===== src/rtl/imm_pkg.sv =====
// Shared opcode constants, format codes and helpers for the immediate-generation stage.
package imm_pkg;

   localparam int unsigned IR_W  = 32;
   localparam int unsigned FMT_W = 3;

   localparam logic [6:0] OPC_LOAD      = 7'b0000011;
   localparam logic [6:0] OPC_MISC_MEM  = 7'b0001111;
   localparam logic [6:0] OPC_OP_IMM    = 7'b0010011;
   localparam logic [6:0] OPC_AUIPC     = 7'b0010111;
   localparam logic [6:0] OPC_OP_IMM_32 = 7'b0011011;
   localparam logic [6:0] OPC_STORE     = 7'b0100011;
   localparam logic [6:0] OPC_OP        = 7'b0110011;
   localparam logic [6:0] OPC_LUI       = 7'b0110111;
   localparam logic [6:0] OPC_OP_32     = 7'b0111011;
   localparam logic [6:0] OPC_BRANCH    = 7'b1100011;
   localparam logic [6:0] OPC_JALR      = 7'b1100111;
   localparam logic [6:0] OPC_JAL       = 7'b1101111;
   localparam logic [6:0] OPC_SYSTEM    = 7'b1110011;

   typedef enum logic [FMT_W-1:0] {
      FMT_NONE = 3'd0,
      FMT_I    = 3'd1,
      FMT_S    = 3'd2,
      FMT_B    = 3'd3,
      FMT_U    = 3'd4,
      FMT_J    = 3'd5,
      FMT_Z    = 3'd6
   } imm_fmt_e;

   // Sign-extend a 32-bit immediate to the widest supported datapath.
   function automatic logic [63:0] sext64(input logic [31:0] v);
      return {{32{v[31]}}, v};
   endfunction

endpackage


===== src/rtl/imm_decode.sv =====
// Combinational instruction-format classifier and immediate extractor.
module imm_decode
   import imm_pkg::*;
#(
   parameter int unsigned XLEN     = 32,
   parameter bit          EN_ZICSR = 1'b1
) (
   input  logic [IR_W-1:0] ir,
   output logic [XLEN-1:0] imm_c,
   output imm_fmt_e        fmt_c,
   output logic            illegal_c
);

   logic [31:0] imm32;
   logic [2:0]  funct3;

   assign funct3 = ir[14:12];

   always_comb begin
      imm32     = '0;
      fmt_c     = FMT_NONE;
      illegal_c = 1'b0;
      if (ir[1:0] != 2'b11) begin
         illegal_c = 1'b1;
      end else begin
         case (ir[6:0])
            OPC_OP_IMM, OPC_LOAD, OPC_JALR, OPC_MISC_MEM: begin
               fmt_c = FMT_I;
               imm32 = {{20{ir[31]}}, ir[31:20]};
            end
            OPC_OP_IMM_32: begin
               if (XLEN == 64) begin
                  fmt_c = FMT_I;
                  imm32 = {{20{ir[31]}}, ir[31:20]};
               end else begin
                  illegal_c = 1'b1;
               end
            end
            OPC_STORE: begin
               fmt_c = FMT_S;
               imm32 = {{20{ir[31]}}, ir[31:25], ir[11:7]};
            end
            OPC_BRANCH: begin
               fmt_c = FMT_B;
               imm32 = {{19{ir[31]}}, ir[31], ir[7], ir[30:25], ir[11:8], 1'b0};
            end
            OPC_LUI, OPC_AUIPC: begin
               fmt_c = FMT_U;
               imm32 = {ir[31:12], 12'b0};
            end
            OPC_JAL: begin
               fmt_c = FMT_J;
               imm32 = {{11{ir[31]}}, ir[31], ir[19:12], ir[20], ir[30:21], 1'b0};
            end
            OPC_SYSTEM: begin
               // Register-operand CSR forms carry no immediate but stay legal with Zicsr.
               if (funct3 == 3'b000) begin
                  fmt_c = FMT_NONE;
               end else if (!EN_ZICSR) begin
                  illegal_c = 1'b1;
               end else if (funct3[2]) begin
                  fmt_c = FMT_Z;
                  imm32 = {27'b0, ir[19:15]};
               end
            end
            OPC_OP: begin
               fmt_c = FMT_NONE;
            end
            OPC_OP_32: begin
               if (XLEN != 64) illegal_c = 1'b1;
            end
            default: begin
               illegal_c = 1'b1;
            end
         endcase
      end
   end

   assign imm_c = XLEN'(sext64(imm32));

endmodule


===== src/rtl/imm_gen_pipe.sv =====
// Registered immediate-generation stage with valid/ready handshake and optional skid buffer.
module imm_gen_pipe
   import imm_pkg::*;
#(
   parameter int unsigned XLEN     = 32,
   parameter bit          EN_ZICSR = 1'b1,
   parameter bit          SKID     = 1'b1
) (
   input  logic              clk,
   input  logic              rst_n,
   input  logic              flush,
   input  logic              in_valid,
   output logic              in_ready,
   input  logic [IR_W-1:0]   in_ir,
   input  logic [XLEN-1:0]   in_pc,
   output logic              out_valid,
   input  logic              out_ready,
   output logic [XLEN-1:0]   out_imm,
   output logic [XLEN-1:0]   out_target,
   output logic [FMT_W-1:0]  out_fmt,
   output logic              out_illegal,
   output logic [XLEN-1:0]   out_pc
);

   typedef struct packed {
      logic [XLEN-1:0] imm;
      logic [XLEN-1:0] target;
      logic [XLEN-1:0] pc;
      imm_fmt_e        fmt;
      logic            illegal;
   } entry_t;

   logic [XLEN-1:0] dec_imm;
   imm_fmt_e        dec_fmt;
   logic            dec_illegal;

   entry_t new_entry;
   entry_t main_q, main_d, skid_q, skid_d;
   logic   main_v_q, main_v_d, skid_v_q, skid_v_d;
   logic   rdy_q, rdy_d;
   logic   accept, retire;

   imm_decode #(
      .XLEN     (XLEN),
      .EN_ZICSR (EN_ZICSR)
   ) u_decode (
      .ir        (in_ir),
      .imm_c     (dec_imm),
      .fmt_c     (dec_fmt),
      .illegal_c (dec_illegal)
   );

   always_comb begin
      new_entry.imm     = dec_imm;
      new_entry.target  = in_pc + dec_imm;
      new_entry.pc      = in_pc;
      new_entry.fmt     = dec_fmt;
      new_entry.illegal = dec_illegal;
   end

   // Without the skid register the ready path passes straight through from out_ready.
   assign in_ready = (SKID != 1'b0) ? rdy_q : (!main_v_q || out_ready);
   assign accept   = in_valid && in_ready;
   assign retire   = main_v_q && out_ready;

   always_comb begin
      main_d   = main_q;
      skid_d   = skid_q;
      main_v_d = main_v_q;
      skid_v_d = skid_v_q;
      if (flush) begin
         main_v_d = 1'b0;
         skid_v_d = 1'b0;
      end else if (retire) begin
         if (skid_v_q) begin
            main_d   = skid_q;
            skid_v_d = accept;
            if (accept) skid_d = new_entry;
         end else if (accept) begin
            main_d = new_entry;
         end else begin
            main_v_d = 1'b0;
         end
      end else if (accept) begin
         if (!main_v_q) begin
            main_d   = new_entry;
            main_v_d = 1'b1;
         end else begin
            skid_d   = new_entry;
            skid_v_d = 1'b1;
         end
      end
      rdy_d = !(main_v_d && skid_v_d);
   end

   always_ff @(posedge clk or negedge rst_n) begin
      if (!rst_n) begin
         main_q   <= '0;
         skid_q   <= '0;
         main_v_q <= 1'b0;
         skid_v_q <= 1'b0;
         rdy_q    <= 1'b0;
      end else begin
         main_q   <= main_d;
         skid_q   <= skid_d;
         main_v_q <= main_v_d;
         skid_v_q <= skid_v_d;
         rdy_q    <= rdy_d;
      end
   end

   assign out_valid   = main_v_q;
   assign out_imm     = main_q.imm;
   assign out_target  = main_q.target;
   assign out_fmt     = main_q.fmt;
   assign out_illegal = main_q.illegal;
   assign out_pc      = main_q.pc;

endmodule


===== config.mk =====
export PLATFORM = sky130hd
export DESIGN_NAME = imm_gen_pipe
export DESIGN_NICKNAME = d
export VERILOG_FILES = /design/src/rtl/imm_pkg.sv /design/src/rtl/imm_decode.sv /design/src/rtl/imm_gen_pipe.sv
export SDC_FILE = /design/constraint.sdc
export NUM_CORES = 1
export LEC_CHECK = 0
export BUFFER_PORTS_ARGS = -buffer_cell sky130_fd_sc_hd__buf_2
export CAP_MARGIN = 20
export CORE_MARGIN = 3
export CORE_UTILIZATION = 26
export DETAILED_ROUTE_END_ITERATION = 12
export PLACE_DENSITY = 0.52
export SYNTH_ARGS = -nofsm -noshare
export SYNTH_HDL_FRONTEND = slang
export SYNTH_SLANG_ARGS = --single-unit

===== constraint.sdc =====
create_clock -name clk -period 5.2 [get_ports clk]
set_input_delay 0.52 -clock clk [delete_from_list [all_inputs] [get_ports clk]]
set_output_delay 0.52 -clock clk [all_outputs]
set_load 0.01 [all_outputs]

# [After elaboration in Yosys (flattened, before gate mapping)]
# Index checks and enable logic that the tools add are counted.
[totals] regBits=203 elab_cells=71 out_inout_bits=102
[classes] eq_ne=14 reduce_logical=13 add_sub_neg=1 mux=29 n_bitwise=1
[op_table] op="100-bit two-way mux" n=9
[op_table] op="32-bit case mux with 6 select lines" n=1
[op_table] op="32-bit two-way mux" n=2
[op_table] op="32-bit adder" n=1
[op_table] op="7-bit == test, second input constant" n=4
[op_table] op="7-bit by 6-bit == test with 1-bit output, second input constant" n=3
[op_table] op="3-bit case mux with 6 select lines" n=1
[op_table] op="7-bit by 5-bit == test with 1-bit output, second input constant" n=2
[op_table] op="1-bit two-way mux" n=12
[op_table] op="11-bit OR reduction" n=1
[op_table] op="3-bit two-way mux" n=3
[op_table] op="4-bit AND reduction" n=2
[op_table] op="7-bit by 2-bit == test with 1-bit output, second input constant" n=1
[op_table] op="7-bit by 4-bit == test with 1-bit output, second input constant" n=1
[op_table] op="2-bit nonzero test" n=3
[op_table] op="5-bit two-way mux" n=1
[op_table] op="2-bit != test, second input constant" n=2
[op_table] op="4-bit OR reduction" n=1
[op_table] op="1-bit logical AND" n=3
[op_table] op="3-bit logical NOT" n=1
[op_table] op="2-bit by 1-bit != test with 1-bit output, second input constant" n=1
[op_table] op="2-bit OR reduction" n=1
[op_table] op="1-bit logical NOT" n=1
[op_table] op="1-bit inverter" n=1

# [Longest topological paths before layout]
[depth] depth_word=8 depth_mapped=18 mapped_depth_nobuf=16

# [By module]
# Synthesis repeated with hierarchy kept, for this count alone.
[unflattened] hier_cells=1338 area_unflattened_um2=11124.4
[by_module_without_submodules] mod="imm_gen_pipe" n_inst=1 area_each_um2=10321.1 seq_area_each_um2=5079.9 cells_each=1229
[by_module_without_submodules] mod="imm_decode" n_inst=1 area_each_um2=803.3 seq_area_each_um2=0.0 cells_each=109

# [Worst setup path after synthesis]
# Ideal clock, no wire load.
[synth_path] path_kind="input to register" startpoint="input port in_ir[3]" endpoint="register main_q, in the netlist out_target[30]" required_ns=5.131 setup_ns=0.069 stages=16 path_buffers=1 path_slack_ns=0.973 arrival_time_ns=4.158 cell_sequence="clkbuf_1 inv_1 nand2_1 nor4_1 a211o_1 ha_1 inv_1 fa_1 nand2b_1 a21o_1 a31o_1 o32ai_4 a41oi_2 o31a_1 or4_1 nand3_1"
[synth_between] elab_chain_len=8
[synth_lines] element="start: declaration" line_no="imm_gen_pipe.sv:14" source="input logic [IR_W-1:0] in_ir,"
[synth_lines] element="7-bit by 5-bit == test with 1-bit output, or another cell as far along" line_no="imm_decode.sv:26" source="case (ir[6:0])"
[synth_lines] element="4-bit OR reduction / 2-bit OR reduction (equally long branches)" line_no="imm_decode.sv:26"
[synth_lines] element="32-bit case mux with 6 select lines *" line_no="imm_decode.sv:26"
[synth_lines] element="32-bit two-way mux *" line_no="imm_decode.sv:23" source="if (ir[1:0] != 2'b11) begin"
[synth_lines] element="net dec_imm[0]" line_no="imm_gen_pipe.sv:33" source="logic [XLEN-1:0] dec_imm;"
[synth_lines] element="32-bit adder *" line_no="imm_gen_pipe.sv:55" source="new_entry.target = in_pc + dec_imm;"
[synth_lines] element="100-bit two-way mux (on tied branches)" line_no="imm_gen_pipe.sv:85, imm_gen_pipe.sv:79"
[synth_lines] element="100-bit two-way mux (on tied branches)" line_no="imm_gen_pipe.sv:84, imm_gen_pipe.sv:75"
[synth_lines] element="100-bit two-way mux *" line_no="imm_gen_pipe.sv:74" source="end else if (retire) begin"
[synth_lines] element="end signal: assignment" line_no="imm_gen_pipe.sv:104" source="main_q <= main_d;"
[synth_lines] element="end: declaration" line_no="imm_gen_pipe.sv:38" source="entry_t main_q, main_d, skid_q, skid_d;"
# The timed path passes the listed nets; every way through them passes the cells marked *. The select of a mux whose other input is x is not followed.
# A chain may end at the register's enable or synchronous reset.

# [Worst setup path after layout]
[layout_path] startpoint="input port in_ir[5]" endpoint="register main_q, in the netlist out_target[24]"
# Same word-level chain as after synthesis.

==> out/results.ini <==
[sta]
rsz0062_at_grt = no
fmax_mhz = 244.8
slew_headroom_pct = 38.43
period_needed_ps = 4084
worst_pin_slew_ps = 923.6
finalSetupTns_ps = 0
fin_ws_ps = 1116
setup_viol_count_final = 0
drv_slew = 0
whs_ps = 23.71
hold_viol_final = 0
fin_skew_ps = 9.674
post-route-period-util_pct = 78.54

[setup_path]
critical_path_arrival_ps = 4500
crit_path_frequent_cell = and3_1
cp_slowest_stage_delay_ps = 480
crit_path_start_kind = input port
timing.critical_path.cells = buf_2, nor2b_1, and3_1, and3_1, a211o_1, ha_1, inv_1, fa_1, nand2b_1, a21o_1, a31o_1, nor4_1, o21ai_0, a31oi_1, xor2_1, a221o_1
r2r_slack_ps = 2580
crit_fanout = 9
rr_endpoint = out_target[31]
startpoint = in_ir[5]
crit_type = input port to register
crit_slowest_cell = nor4_1
reg2regPathDepth = 7
r2r_start = out_valid
required_ps = 5620
crit_path_end_kind = register
cp-endpoint = out_target[24]

[routing]
drc = 0
routedWlPerCell_microns = 19.36
via_count = 9464
drt_wl_total_microns = 38050
vias_per_cell = 4.814
drtIter0Drc = 509
drtPass1Iterations = 5
drtAntennaViolNets = 0

[floorplanning]
pin_count = 171
start_util_pct = 26.58
die_height_microns = 208.5
rows = 73
die_x_microns = 208.5
dieArea_sq_um = 43450
core-area_sq_um = 40100

[layout]
nets = 1517
fin_util_pct = 32.24
fill_cells = 4257
drive_above_1_share_pct = 16.99
seq_area_sq_um = 5080
syn_to_final_growth_pct = 21.31
multi_input_area_sq_um = 5201
final_cells = 1966
finalInstanceArea_sq_um = 12930

[synthesis]
synthDistinctLibCells = 56
yosys-top-cells-area = dfrtp_1, nand2_1, o21ai_0
yosys-top-cells-count = nand2_1, dfrtp_1, nor2_1, o21ai_0, a21oi_1
synthArstFlopShare_pct = 100.0
syn_nets = 1388
syn_area_sq_um = 10660
yosys_warnings = 0
synth.yosys.seq_area_share_pct = 47.67
synth.ff_latch_count = 203
postSynthCellCount = 1287
synth.most_common_cell = nand2_1
synth_edf_count = 0
synthDominantCellAreaShare_pct = 47.67
avgSynthCellArea_sq_um = 8.280
synthFlopType = dfrtp_1
synth_top_area_cell = dfrtp_1

[cts]
cts_tree = yes
clock_sink_count = 203
clock_latency_ps = 540
clk_pin_slew_ps = 60
postCtsSetupBuffers = 0
cts-root-buf = clkbuf_16
numCtsBuffers = 26
h-tree-depth = 1
holdBufCountCts = 0
clock_path_buffers = 3
cts_resized = 0

[grt]
grt_overflow = 0
grt_pass1_wl_microns = 58110
antenna_found_initial = 7
grt_max_degree = 122
grt_pass1_vias = 9241
grt_usage_pct = 17.11

[pwr]
peakVddDrop_v = 0.0001917
power.total_mw = 4.623
leakagePower_nw = 6.376
power_density_nw_per_um2 = 357.6

[status]
status = finished clean

[placed_design]
dp_hpwl_microns = 27420
post-place-cells = 1913
gp_congestion = 0.8813
port_buffers = 170
postPlaceCellArea_sq_um = 12020
dp_worst_setup_slack_ps = 700.7

[min_path]
worstHoldPathType = input port to async pin

[flow_run]
maxCapViolCount = 0

-- worst min path at each step --
stage | slack [ps] | cells past startpoint | endpoint | from
floorplan | 220 | 0 | in_ready | rst_n
global placement | 460 | 2 | skid_q[48] | skid_q[48]
detailed placement | 460 | 2 | skid_q[10] | skid_q[10]
CTS | 50 | 1 | skid_q[8] | rst_n
global route | 70 | 1 | out_pc[5] | rst_n
finish | 20 | 1 | out_pc[5] | rst_n
-- cells in the final DEF, fill, tap and decap left out, types with 14 or more instances in the layout --
master and instances:
a21o_1 24, a31oi_1 53, inv_1 30, xor2_1 14
nand2_1 347, dfrtp_1 203, and3_1 14, ha_1 31
nor3_1 14, a21oi_1 101, nand3_1 16, o21ai_0 102
buf_2 169, clkbuf_16 27, xnor2_1 16, nor2_1 114
-- cells by family after synthesis --
kind of cell | share of synthesized area, %
DFF | 47.67
muxes | 1.421
xor gates and xnor gates | 2.466
adders and majority gates | 3.828
buffers and inverters | 3.980
and+or+nand+nor | 21.56
AOI/OAI and AO/OA | 19.08
-- routing by layer --
metal / global-route usage [%] / up-vias / routed length, microns
met3: 2.925 / 57 / 1654
met5: 0 / - / 21
met1: 23.24 / 4514 / 17200
li1: - / 4662 / -
met2: 28.29 / 227 / 18010
met4: 4.511 / 4 / 1167
-- critical path: cells and delay by family --
family                   cells  cell delay (ps)
XOR/XNOR                     1              110
adder cells (fa/ha/maj)      2              580
AO/OA/AOI/OAI                6             1450
AND/OR/NAND/NOR              5             1600
buffers and inverters        2              230
-- state kept, by name (all words and copies together) (netlist names) --
| name | count |
|---|---|
| skid_q | 100 |
| out_valid | 1 |
| skid_v_q | 1 |
| out_fmt | 3 |
| out_pc | 32 |
| out_target | 32 |
| out_imm | 32 |
| out_illegal | 1 |
| in_ready | 1 |
-- final cells by class --
class,count,area share [%]
Clock buffer,39,5.962
Timing Repair Buffer,183,7.501
Multi-Input combinational cell,972,40.23
Tap cell,525,5.081
Sequential cell,203,39.30
Clock inverter,9,0.9582
Antenna cell,5,0.09679
Inverter,30,0.8711
-- where the power goes --
group	internal, mW	switching [mW]
clock network	1.17	0.716
logic	0.286	0.474
registers	1.84	0.140
total	3.29	1.33
Power figures use the tool's default switching activity.
